### config.mk
export PLATFORM = sky130hd
export DESIGN_NAME = cordic_phase_gen
export DESIGN_NICKNAME = d
export VERILOG_FILES = /design/src/rtl/cordic_pkg.sv /design/src/rtl/cordic_valid_delay.sv /design/src/rtl/cordic_phase_gen.sv
export SDC_FILE = /design/constraint.sdc
export NUM_CORES = 1
export LEC_CHECK = 0
export CORE_ASPECT_RATIO = 1.5
export CORE_UTILIZATION = 63
export CTS_BUF_LIST = sky130_fd_sc_hd__clkbuf_8
export DETAILED_ROUTE_END_ITERATION = 6
export PLACE_DENSITY = 0.89
export SYNTH_ARGS = -nofsm -noshare
export SYNTH_HDL_FRONTEND = slang
export SYNTH_HIERARCHICAL = 1
export SYNTH_SLANG_ARGS = --single-unit
### constraint.sdc
create_clock -name clk -period 11.9 [get_ports clk]
set_input_delay 3.57 -clock clk [delete_from_list [all_inputs] [get_ports clk]]
set_output_delay 3.57 -clock clk [all_outputs]
set_load 0.03 [all_outputs]
### src/rtl/cordic_pkg.sv
// Shared constants and types for the CORDIC phase generator and rotator.
// Holds the angle width, rotator latency, FSM encoding and LFSR dither constants.
package cordic_pkg;

  localparam int unsigned ANGLE_WIDTH    = 32;
  localparam int unsigned CORDIC_LATENCY = 17;
  localparam logic [31:0] QUARTER_TURN   = 32'h4000_0000;

  // Galois LFSR for x^16 + x^14 + x^13 + x^11 + 1, right-shifting form
  localparam logic [15:0] LFSR_SEED = 16'hACE1;
  localparam logic [15:0] LFSR_TAPS = 16'hB400;

  typedef enum logic [0:0] {
    FIXED = 1'b0,
    SWEEP = 1'b1
  } phase_fsm_t;

  function automatic logic [15:0] lfsr_next(input logic [15:0] state);
    return {1'b0, state[15:1]} ^ (state[0] ? LFSR_TAPS : 16'h0000);
  endfunction

endpackage

### src/rtl/cordic_valid_delay.sv
// Fixed-latency 1-bit shift register with synchronous reset.
// Keeps a valid flag aligned with the rotator pipeline; no merging or dropping of valids.
module cordic_valid_delay #(
  parameter int unsigned DEPTH = 17
) (
  input  logic clk,
  input  logic rst,
  input  logic in_valid,
  output logic out_valid
);

  logic [DEPTH-1:0] shift_q;

  generate
    if (DEPTH == 1) begin : g_single
      always_ff @(posedge clk) begin
        if (rst) begin
          shift_q <= '0;
        end else begin
          shift_q <= in_valid;
        end
      end
    end else begin : g_chain
      always_ff @(posedge clk) begin
        if (rst) begin
          shift_q <= '0;
        end else begin
          shift_q <= {shift_q[DEPTH-2:0], in_valid};
        end
      end
    end
  endgenerate

  assign out_valid = shift_q[DEPTH-1];

endmodule

### src/rtl/cordic_phase_gen.sv
// Phase-accumulator NCO with phase offset and linear frequency sweep, feeding the CORDIC rotator.
// Optional LSB dither of the output angle is enabled by defining PHASE_DITHER_EN.
module cordic_phase_gen #(
  parameter int unsigned ANGLE_WIDTH = cordic_pkg::ANGLE_WIDTH,
  parameter int unsigned PIPE_DEPTH  = cordic_pkg::CORDIC_LATENCY,
  parameter int unsigned DITHER_BITS = 4
) (
  input  logic                   clk,
  input  logic                   rst,
  input  logic                   enable,
  input  logic                   fcw_load,
  input  logic [ANGLE_WIDTH-1:0] fcw_in,
  input  logic [ANGLE_WIDTH-1:0] phase_off,
  input  logic                   sweep_start,
  input  logic [ANGLE_WIDTH-1:0] sweep_step,
  input  logic [ANGLE_WIDTH-1:0] sweep_stop,
  output logic [ANGLE_WIDTH-1:0] angle,
  output logic                   angle_valid,
  output logic                   out_valid,
  output logic                   sweeping,
  output logic                   sweep_done
);

  import cordic_pkg::*;

  localparam int unsigned AW = ANGLE_WIDTH;
  localparam logic [AW-1:0] DITHER_MASK = AW'((64'd1 << DITHER_BITS) - 64'd1);

  logic [AW-1:0] acc_q, acc_d;
  logic [AW-1:0] fcw_q, fcw_d;
  logic [AW-1:0] step_q, step_d;
  logic [AW-1:0] stop_q, stop_d;
  logic [AW-1:0] angle_q, angle_d;
  logic          angle_valid_q;
  logic          sweep_done_q, sweep_done_d;
  logic          sweeping_q;
  phase_fsm_t    state_q, state_d;
  logic [AW:0]   sweep_sum;
  logic [AW-1:0] dither;

`ifdef PHASE_DITHER_EN
  logic [15:0] lfsr_q;

  always_ff @(posedge clk) begin
    if (rst) begin
      lfsr_q <= LFSR_SEED;
    end else if (enable) begin
      lfsr_q <= lfsr_next(lfsr_q);
    end
  end

  assign dither = AW'(lfsr_q) & DITHER_MASK;
`else
  logic unused_dither_cfg;

  assign dither            = '0;
  assign unused_dither_cfg = ^{DITHER_MASK, LFSR_SEED, LFSR_TAPS};
`endif

  always_comb begin
    acc_d        = acc_q;
    angle_d      = angle_q;
    fcw_d        = fcw_q;
    step_d       = step_q;
    stop_d       = stop_q;
    state_d      = state_q;
    sweep_done_d = 1'b0;
    // One extra bit so fcw + step can never wrap past stop
    sweep_sum    = {1'b0, fcw_q} + {1'b0, step_q};

    if (enable) begin
      angle_d = acc_q + phase_off + dither;
      acc_d   = acc_q + fcw_q;
    end

    if (fcw_load) begin
      fcw_d   = fcw_in;
      state_d = FIXED;
    end else if (sweep_start && (state_q == FIXED)) begin
      step_d = sweep_step;
      stop_d = sweep_stop;
      if ((sweep_step == '0) || (fcw_q >= sweep_stop)) begin
        sweep_done_d = 1'b1;
      end else begin
        state_d = SWEEP;
      end
    end else if ((state_q == SWEEP) && enable) begin
      if (sweep_sum >= {1'b0, stop_q}) begin
        fcw_d        = stop_q;
        state_d      = FIXED;
        sweep_done_d = 1'b1;
      end else begin
        fcw_d = sweep_sum[AW-1:0];
      end
    end
  end

  always_ff @(posedge clk) begin
    if (rst) begin
      acc_q         <= '0;
      fcw_q         <= '0;
      step_q        <= '0;
      stop_q        <= '0;
      angle_q       <= '0;
      angle_valid_q <= 1'b0;
      sweep_done_q  <= 1'b0;
      sweeping_q    <= 1'b0;
      state_q       <= FIXED;
    end else begin
      acc_q         <= acc_d;
      fcw_q         <= fcw_d;
      step_q        <= step_d;
      stop_q        <= stop_d;
      angle_q       <= angle_d;
      angle_valid_q <= enable;
      sweep_done_q  <= sweep_done_d;
      sweeping_q    <= (state_d == SWEEP);
      state_q       <= state_d;
    end
  end

  cordic_valid_delay #(
    .DEPTH (PIPE_DEPTH)
  ) u_valid_delay (
    .clk       (clk),
    .rst       (rst),
    .in_valid  (angle_valid_q),
    .out_valid (out_valid)
  );

  assign angle       = angle_q;
  assign angle_valid = angle_valid_q;
  assign sweeping    = sweeping_q;
  assign sweep_done  = sweep_done_q;

endmodule

* Yosys cells after proc, flatten, opt, wreduce, memory -nomap -nowiden
Cells that the tools add are included.
Operators by class: add/subtract/negate cells 3, $lt $le $gt $ge 2, equality and inequality tests 2, muxes and demuxes 12, bitwise gates (word level) 2, reduce and logical (&&, ||, !) cells 11
Operators with widths (number):
- $mux 32 | 4
- $add 32x32->32 | 2
- $add 32x32->33 | 1
- $ge 33x32->1 | 1
- $ge 32x32->1 | 1
- $logic_not 32->1 | 1
- $mux 1 | 8
- $reduce_bool 2->1 | 3
- $ne 2x2->1 const B | 2
- $reduce_and 2->1 | 2
- $reduce_and 3->1 | 1
- $logic_and 1x1->1 | 2
- $not 1->1 | 2
- $reduce_or 2->1 | 1
- $logic_or 1x1->1 | 1
Word-level totals: bits in registers 180, input port bits 133, output and inout bits 36, word-level logic and storage cells 41

* Logic depth before layout (Yosys ltp)
Gate-level depths: netlist of run 1.
word-level depth 6, gate-level depth with buffers 22, gate-level depth less buffers 19

* Hierarchy
The synthesis of run 1 kept the hierarchy.
Modules (own cells, without submodules):
- cordic_phase_gen | times used 1, cells an instance 1609, area each 12585.8 µm²
- cordic_valid_delay | times used 1, cells an instance 35, area each 475.5 µm²

* Worst setup path before layout of run 1
Ideal clock, no wire load.
path type input-to-reg, start point input phase_off[0], end point register angle_q[28] (netlist: angle[28]), setup time 122 ps, arrival time 5847 ps, slack 5932 ps, stages 12, buffers on the path 0, cell sequence ha_1 > inv_1 > fa_1 > nor2b_1 > o31ai_1 > a21oi_2 > o2111ai_1 > a21oi_1 > and3_1 > o211ai_1 > mux2_2 > a221o_1
On the way: word-level cells in the longest chain between the ends 1
Ends and longest elaborated chain:
- from (decl) | RTL line cordic_phase_gen.sv:13 | input logic [ANGLE_WIDTH-1:0] phase_off,
- $add 32x32->32 | RTL line cordic_phase_gen.sv:72 | angle_d = acc_q + phase_off + dither;
- to (signal assigned) | RTL line cordic_phase_gen.sv:114 | angle_q <= angle_d;
- to (decl) | RTL line cordic_phase_gen.sv:33 | logic [AW-1:0] angle_q, angle_d;
Every way passes these cells. A chain may end at the register's enable or synchronous reset.

* Worst setup path in the final report of run 1
start point input phase_off[6], end point register angle_q[31] (netlist: angle[31])
The elaborated chain is that of the path after synthesis.

==> qor.yml, run 1 <==
power.clock.fraction_pct: 25.1
rr_startpoint: "fcw_q[0]"
sequential_share_of_the_synthesized_area_pct: 27.6
tritoncts: "built"
vdd.ir_drop.worst_mv: 0.0735
io_pins: 169
slowest_delay_ns: 0.74
wl_per_cell_um: 17.2
netlist-cell-type-count: 87
cellInternalPower_w: 0.00104
max-clock-path-buffers: 2
power.switching_fraction_pct: 35.0
site_rows: 64
grt_setup_unrepaired: "false"
timing.fmax_mhz: 153
cts_resized: 0
maxCapViolations: 0
final.period_utilization_pct: 55.0
antenna_cells_inserted: 0
chipHeight_um: 178
rrSetupSlack_ns: 5.83
syn_avg_cell_area_um2: 7.94
dpl.hpwl_um: 27500
timing.reg2reg.worst_path_depth: 19
globalRoute.totalOverflow: 0
finish_stage_setup_viols: 0
routed_via_density: 6.12
place.gp.congestion: 0.953
timing.clock.skew_ns: 0.0101
synth-edff-count: 0
worstPathCellList: "clkdlybuf4s50_1 > ha_1 > nand2_1 > nor4_1 > nor2_1 > a211oi_1 > a21oi_1 > o21ai_0 > a31oi_1 > xnor2_1 > a211oi_1"
fp.dieArea_mm2: 0.0213
detailedRoute.firstPassIterationCount: 7
mappedNetlistArea_mm2: 0.0131
ys_dominant_reg_cell: "sky130_fd_sc_hd__dfxtp_1"
cts.clk_slew.worst_paths_ns: 0.09
async_flop_share_pct: 0
status: "complete, no violations"
total_number_of_nets_in_the_final_design: 2062
detail_route.iter0.violations: 1025
cts-htree-levels: 4
actual_slew_at_the_worst_max_slew_pin_ns: 1.02
combPwrFrac_pct: 32.7
coreArea_mm2: 0.0203
setup_slack_ns: 5.35
worstSetupEndpointType: "register"
drcViolationCount: 0
crit_path_top_delay_cell: "sky130_fd_sc_hd__a211oi_1"
grt_start_max_net_pins: 92
grt_antenna_before_repair: 0
area.growth.synth_to_final_pct: 16.1
critical_path_class: "in2reg"
tritoncts.num_buffers: 17
route.vias.total: 12500
r2r-end: "fcw_q[20]"
report.final.slew_viol_count: 0
cp-endpoint: "angle[31]"
timing.critical_path.max_delay_family: "compound AO/OA/AOI/OAI gates"
power_leakage_nw: 6.68
path_depth: 11
max-slew-margin-rel_pct: 32.2
critical_path.most_common_cell: "sky130_fd_sc_hd__a211oi_1"
cts.sinks: 180
die-width_um: 120
post_cts_setup_buffer_count: 0
cts_root_buffer: "sky130_fd_sc_hd__clkbuf_8"
hold_path.class: "reg2reg"
cp_num_buf_inv: 1
grt_pass1_vias: 12000
fin_tns_setup_ns: 0
synth_seq_cells: 180
initial_core_util_pct: 64.2
worstSkewPairLatency_ns: 0.48
maximum_fanout_along_the_worst_path: 6
warning_count_from_the_yosys_run: 6
cp.required_ns: 12.29
hold_viol: 0
timing.final.crit_period_ns: 6.55
syn_inst: 1644
total_wirelength_um: 35300
layout_cells_sized_above_1_pct: 4.55
setup.worst_path.start_class: "primary input"
postSynthNetCount: 1938
net-switching-power_w: 0.000562
grt_use_total_pct: 33.4
antenna_left: 0
share_seq_of_total_power_pct: 42.3
startpoint: "phase_off[6]"
worstPathArrival_ns: 6.94
grt_first_pass_wirelength_um: 57000
port_buffer_count: 168
dp_slack_ns: 4.97
power.density_cell_area_mw_per_mm2: 106
cts-hold-fix-buffers: 0
[worst min path at each step]
stage                             startpoint  depth (start not counted)                   endpoint  slack, ns
finish              u_valid_delay/shift_q[9]                          1  u_valid_delay/shift_q[10]       0.44
global route        u_valid_delay/shift_q[8]                          1   u_valid_delay/shift_q[9]       0.47
CTS                 u_valid_delay/shift_q[4]                          1   u_valid_delay/shift_q[5]       0.45
detailed placement  u_valid_delay/shift_q[6]                          1   u_valid_delay/shift_q[7]       0.43
global placement    u_valid_delay/shift_q[4]                          1   u_valid_delay/shift_q[5]       0.42
floorplan           u_valid_delay/shift_q[9]                          1  u_valid_delay/shift_q[10]       0.41
[flip-flops by register name, indices dropped and copies added (netlist names)]
name and count:
acc_q 32, angle 32, fcw_q 32, step_q 32, stop_q 32, u_valid_delay/shift_q 17, angle_valid 1, state_q 1
sweep_done 1
[through the flow]
step	instances	hold WS [ns]	power (W)	cell area, um2	util [%]
6_report	2045	0.445	0.00161	15200	74.6
5_1_grt	2045	0.466	0.00169	15200	74.6
4_1_cts	2045	0.451	0.00160	15200	74.6
3_5_place_dp	2013	0.429	0.00121	14800	72.7
3_3_place_gp	2013	0.417	0.00119	14800	72.7
2_1_floorplan	1644	0.414	0.00105	13100	-
[cells in the final DEF, fill, tap and decap left out, drive strengths merged, types with 41 or more instances in the layout]
| cell | netlist | final |
|---|---|---|
| a211oi | 44 | 44 |
| a21o | 45 | 45 |
| a21oi | 176 | 176 |
| clkdlybuf4s50 | 0 | 166 |
| dfxtp | 180 | 180 |
| ha | 158 | 158 |
| inv | 89 | 92 |
| mux2i | 41 | 41 |
| nand2 | 212 | 212 |
| nor2 | 143 | 143 |
| o21ai | 72 | 72 |
| xnor2 | 58 | 58 |
[layout make-up]
type                       instances  area [um2]
inverter                          89         334
timing repair buffer             176        1740
sequential                       180        3600
clock inverter                    13         108
clock buffer                      19         262
fill                            1588        5170
multi-input combinational       1304        8790
tap                              264         330
[synth_stat cells, drive strengths merged (19+ instances only)]
library cell	count	area (um2)
o22ai	23	150
nand2	212	798
clkbuf	55	218
a21oi	176	885
a31oi	19	119
nor2b	21	131
nand3	29	145
nand4	19	119
dfxtp	180	3600
o21ai	72	368
nor2	143	537
mux2i	41	410
xor2	21	184
a211oi	44	353
xnor2	58	508
ha	158	1980
inv	89	334
a21o	45	339
[power groups by stage]
stage / Sequential [W] / Clock (W) / Combinational [W]
after CTS: 0.000678 / 0.000408 / 0.000519
after floorplan: 0.000701 / 0 / 0.000350
final: 0.000679 / 0.000403 / 0.000525
after global routing: 0.000683 / 0.000431 / 0.000578
after global placement: 0.000690 / 0 / 0.000501
after detailed placement: 0.000692 / 0 / 0.000516
[metal layers]
| layer | share of wire, % | global-route usage [%] | wire length (um) |
|---|---|---|---|
| met1 | 40 | 38.1 | 14100 |
| met2 | 51 | 60.9 | 17800 |
| met3 | 5.3 | 4.44 | 1860 |
| met4 | 4.1 | 16.5 | 1450 |
| met5 | 0 | 0 | 0 |
[cells by family (layout without fill, tap and decap cells)]
kind of cell    after synthesis  count (layout)  share of synthesized area [%]
compound gates              489             489                           24.3
xor+xnor                     79              79                           5.30
fa+ha+maj                   161             161                           15.6
buf+inv                     160             297                           5.14
flops                       180             180                           27.6
mux                          45              45                           3.49
simple gates                530             530                           18.6
No activity file was read; power rests on OpenSTA's default activity.
==> inputs of run 2 (changes only) <==
- CORE_UTILIZATION: 63 -> 58
- PLACE_DENSITY: 0.89 -> 0.83
- clock period: 11.9 -> 6.76 ns (I/O delays scaled with it)
==> qor.yml, run 2 (synthesis results as in run 1) <==
status: "complete, no violations"
timing.fmax_mhz: 180
hold_viol: 0  # unchanged
io_pins: 169  # unchanged
antenna_cells_inserted: 0  # unchanged
cp-endpoint: "fcw_q[0]"
actual_slew_at_the_worst_max_slew_pin_ns: 1.04  # +0.0187 ns
cts-htree-levels: 4  # unchanged
cts_root_buffer: "sky130_fd_sc_hd__clkbuf_8"
r2r-end: "fcw_q[0]"
cts.sinks: 180  # unchanged
report.final.slew_viol_count: 0  # unchanged
max-slew-margin-rel_pct: 31.0  # -1.2 points
timing.final.crit_period_ns: 5.55
worstSkewPairLatency_ns: 0.50  # +0.02 ns
dpl.hpwl_um: 27900  # +1.4%
place.gp.congestion: 0.943  # -0.98%
detail_route.iter0.violations: 721  # -30%
grt_antenna_before_repair: 0  # unchanged
tritoncts.num_buffers: 17  # unchanged
power.density_cell_area_mw_per_mm2: 188  # +77%
power_leakage_nw: 6.70  # +0.27%
initial_core_util_pct: 59.7  # -4.5 points
maxCapViolations: 0  # unchanged
fin_tns_setup_ns: 0  # unchanged
grt_start_max_net_pins: 79  # -14%
layout_commonest_cell: "sky130_fd_sc_hd__nand2_1"
cts.clk_slew.worst_paths_ns: 0.10  # about the same
worstSetupEndpointType: "register"
port_buffer_count: 168  # unchanged
post_cts_setup_buffer_count: 0  # unchanged
route.vias.total: 12400  # -0.57%
crit_path_top_delay_cell: "sky130_fd_sc_hd__a211oi_1"
cts-hold-fix-buffers: 0  # unchanged
total_number_of_nets_in_the_final_design: 2065  # +0.15%
total_wirelength_um: 35800  # +1.6%
die-width_um: 125  # +4.1%
grt_first_pass_wirelength_um: 58600  # +3.0%
cts_resized: 0  # unchanged
globalRoute.totalOverflow: 0  # unchanged
timing.reg2reg.worst_path_depth: 19  # unchanged
layout_cells_sized_above_1_pct: 4.77  # +0.22 points
grt_setup_unrepaired: "false"
area.growth.synth_to_final_pct: 16.4
layout_common_cells: "sky130_fd_sc_hd__nand2_1 (211), sky130_fd_sc_hd__dfxtp_1 (180), sky130_fd_sc_hd__a21oi_1 (175), sky130_fd_sc_hd__clkdlybuf4s50_1 (165), sky130_fd_sc_hd__ha_1 (158)"
timing.clock.skew_ns: 0.0155  # +0.00542 ns
cp.required_ns: 7.13  # -5.16 ns
grt_pass1_vias: 12000  # +0.28%
fin_util_pct: 69.5  # -5.1 points
rr_startpoint: "fcw_q[11]"
max-clock-path-buffers: 2  # unchanged
worstPathCellList: "ha_1 > and3_2 > and4_1 > a211oi_1 > a211oi_1 > nor3b_1 > o21bai_1 > xor2_1 > ha_1 > a21o_1 > a21o_1 > a2111oi_0 > nor4b_1 > nand4b_1 > a221oi_4 > buf_4 > mux2_2 > o21ai_0 > o21ai_0"
maximum_fanout_along_the_worst_path: 34  # +28
chipHeight_um: 186  # +4.2%
tritoncts: "built"
critical_path_class: "reg2reg"
site_rows: 66  # +3.1%
drcViolationCount: 0  # unchanged
finish_stage_setup_viols: 0  # unchanged
fillers: 1829  # +15%
grt_use_total_pct: 31.6  # -1.9 points
rrSetupSlack_ns: 1.21  # -4.62 ns
setup.worst_path.start_class: "register"
worstPathArrival_ns: 5.92  # -1.02 ns
coreArea_mm2: 0.0219  # +7.6%
wl_per_cell_um: 17.4  # +1.1%
detailedRoute.firstPassIterationCount: 5  # -2
fin_total_pwr_w: 0.00286  # +78%
routed_via_density: 6.06  # -1.1%
vdd.ir_drop.worst_mv: 0.127  # +73%
slowest_delay_ns: 0.61  # -0.13 ns
fp.dieArea_mm2: 0.0231  # +8.5%
final.period_utilization_pct: 82.1
startpoint: "fcw_q[11]"
final.hold.worst_slack_ns: 0.446  # +0.00100 ns
min_path_cells: 1  # unchanged
hold_path.class: "reg2reg"
antenna_left: 0  # unchanged
==> run 2: cell count changes in the layout (fill, tap and decap cells not counted), sizes merged <==
cell / change
clkinvlp: -1
buf: +3
clkinv: -2
clkbuf: +2
clkdlybuf4s50: -1
inv: +1
==> run 2: area by class of cell <==
type | count | area (um2) | share of cell area (%)
multi-input combinational | 1304 | 8790 | 57.8
tap | 272 | 340 | 2.24
sequential | 180 | 3600 | 23.7
clock buffer | 20 | 275 | 1.81
timing repair buffer | 179 | 1750 | 11.5
clock inverter | 11 | 100 | 0.659
inverter | 89 | 334 | 2.20
==> run 2: how the worst min path moves through the flow <==
stage                         startpoint                   endpoint  slack (ns)
3_5_place_dp   u_valid_delay/shift_q[12]  u_valid_delay/shift_q[13]        0.43
3_3_place_gp    u_valid_delay/shift_q[5]   u_valid_delay/shift_q[6]        0.42
2_1_floorplan   u_valid_delay/shift_q[9]  u_valid_delay/shift_q[10]        0.41
5_1_grt         u_valid_delay/shift_q[9]  u_valid_delay/shift_q[10]        0.46
6_report        u_valid_delay/shift_q[8]   u_valid_delay/shift_q[9]        0.45
4_1_cts         u_valid_delay/shift_q[8]   u_valid_delay/shift_q[9]        0.45
==> run 2: critical path: cells and delay by family (launching register included) <==
family	cells	cell delay, ns
compound gates	9	2.33
simple gates	5	1.13
fa+ha+maj	2	0.53
flops	1	0.44
buf+inv	1	0.42
mux	1	0.37
xor+xnor	1	0.18
==> run 2: per-stage QoR <==
step / instances / setup slack (ns) / cell area, um2
2_1_floorplan: 1644 / 2.30 / 13100
3_3_place_gp: 2024 / 1.43 / 14800
3_5_place_dp: 2024 / 1.29 / 14800
4_1_cts: 2055 / 1.28 / 15200
5_1_grt: 2055 / 0.935 / 15200
6_report: 2055 / 1.21 / 15200
==> run 2: report_power, final <==
group	total [W]	leakage, nW	internal [W]	switching, W
clock network	0.000734	0.192	0.000320	0.000413
logic	0.000929	5.03	0.000406	0.000524
registers	0.00119	1.47	0.00113	0.0000636
total	0.00285	6.70	0.00185	0.00100
==> run 2: metal layers <==
metal	vias up	share of wire [%]	wire length [um]	track usage, %
met2	451	49	17600	55.5
met1	5747	42	15200	38.5
met5	-	0	0	0
li1	6165	-	-	-
met3	85	5.1	1840	4.14
met4	0	3.4	1220	13.8
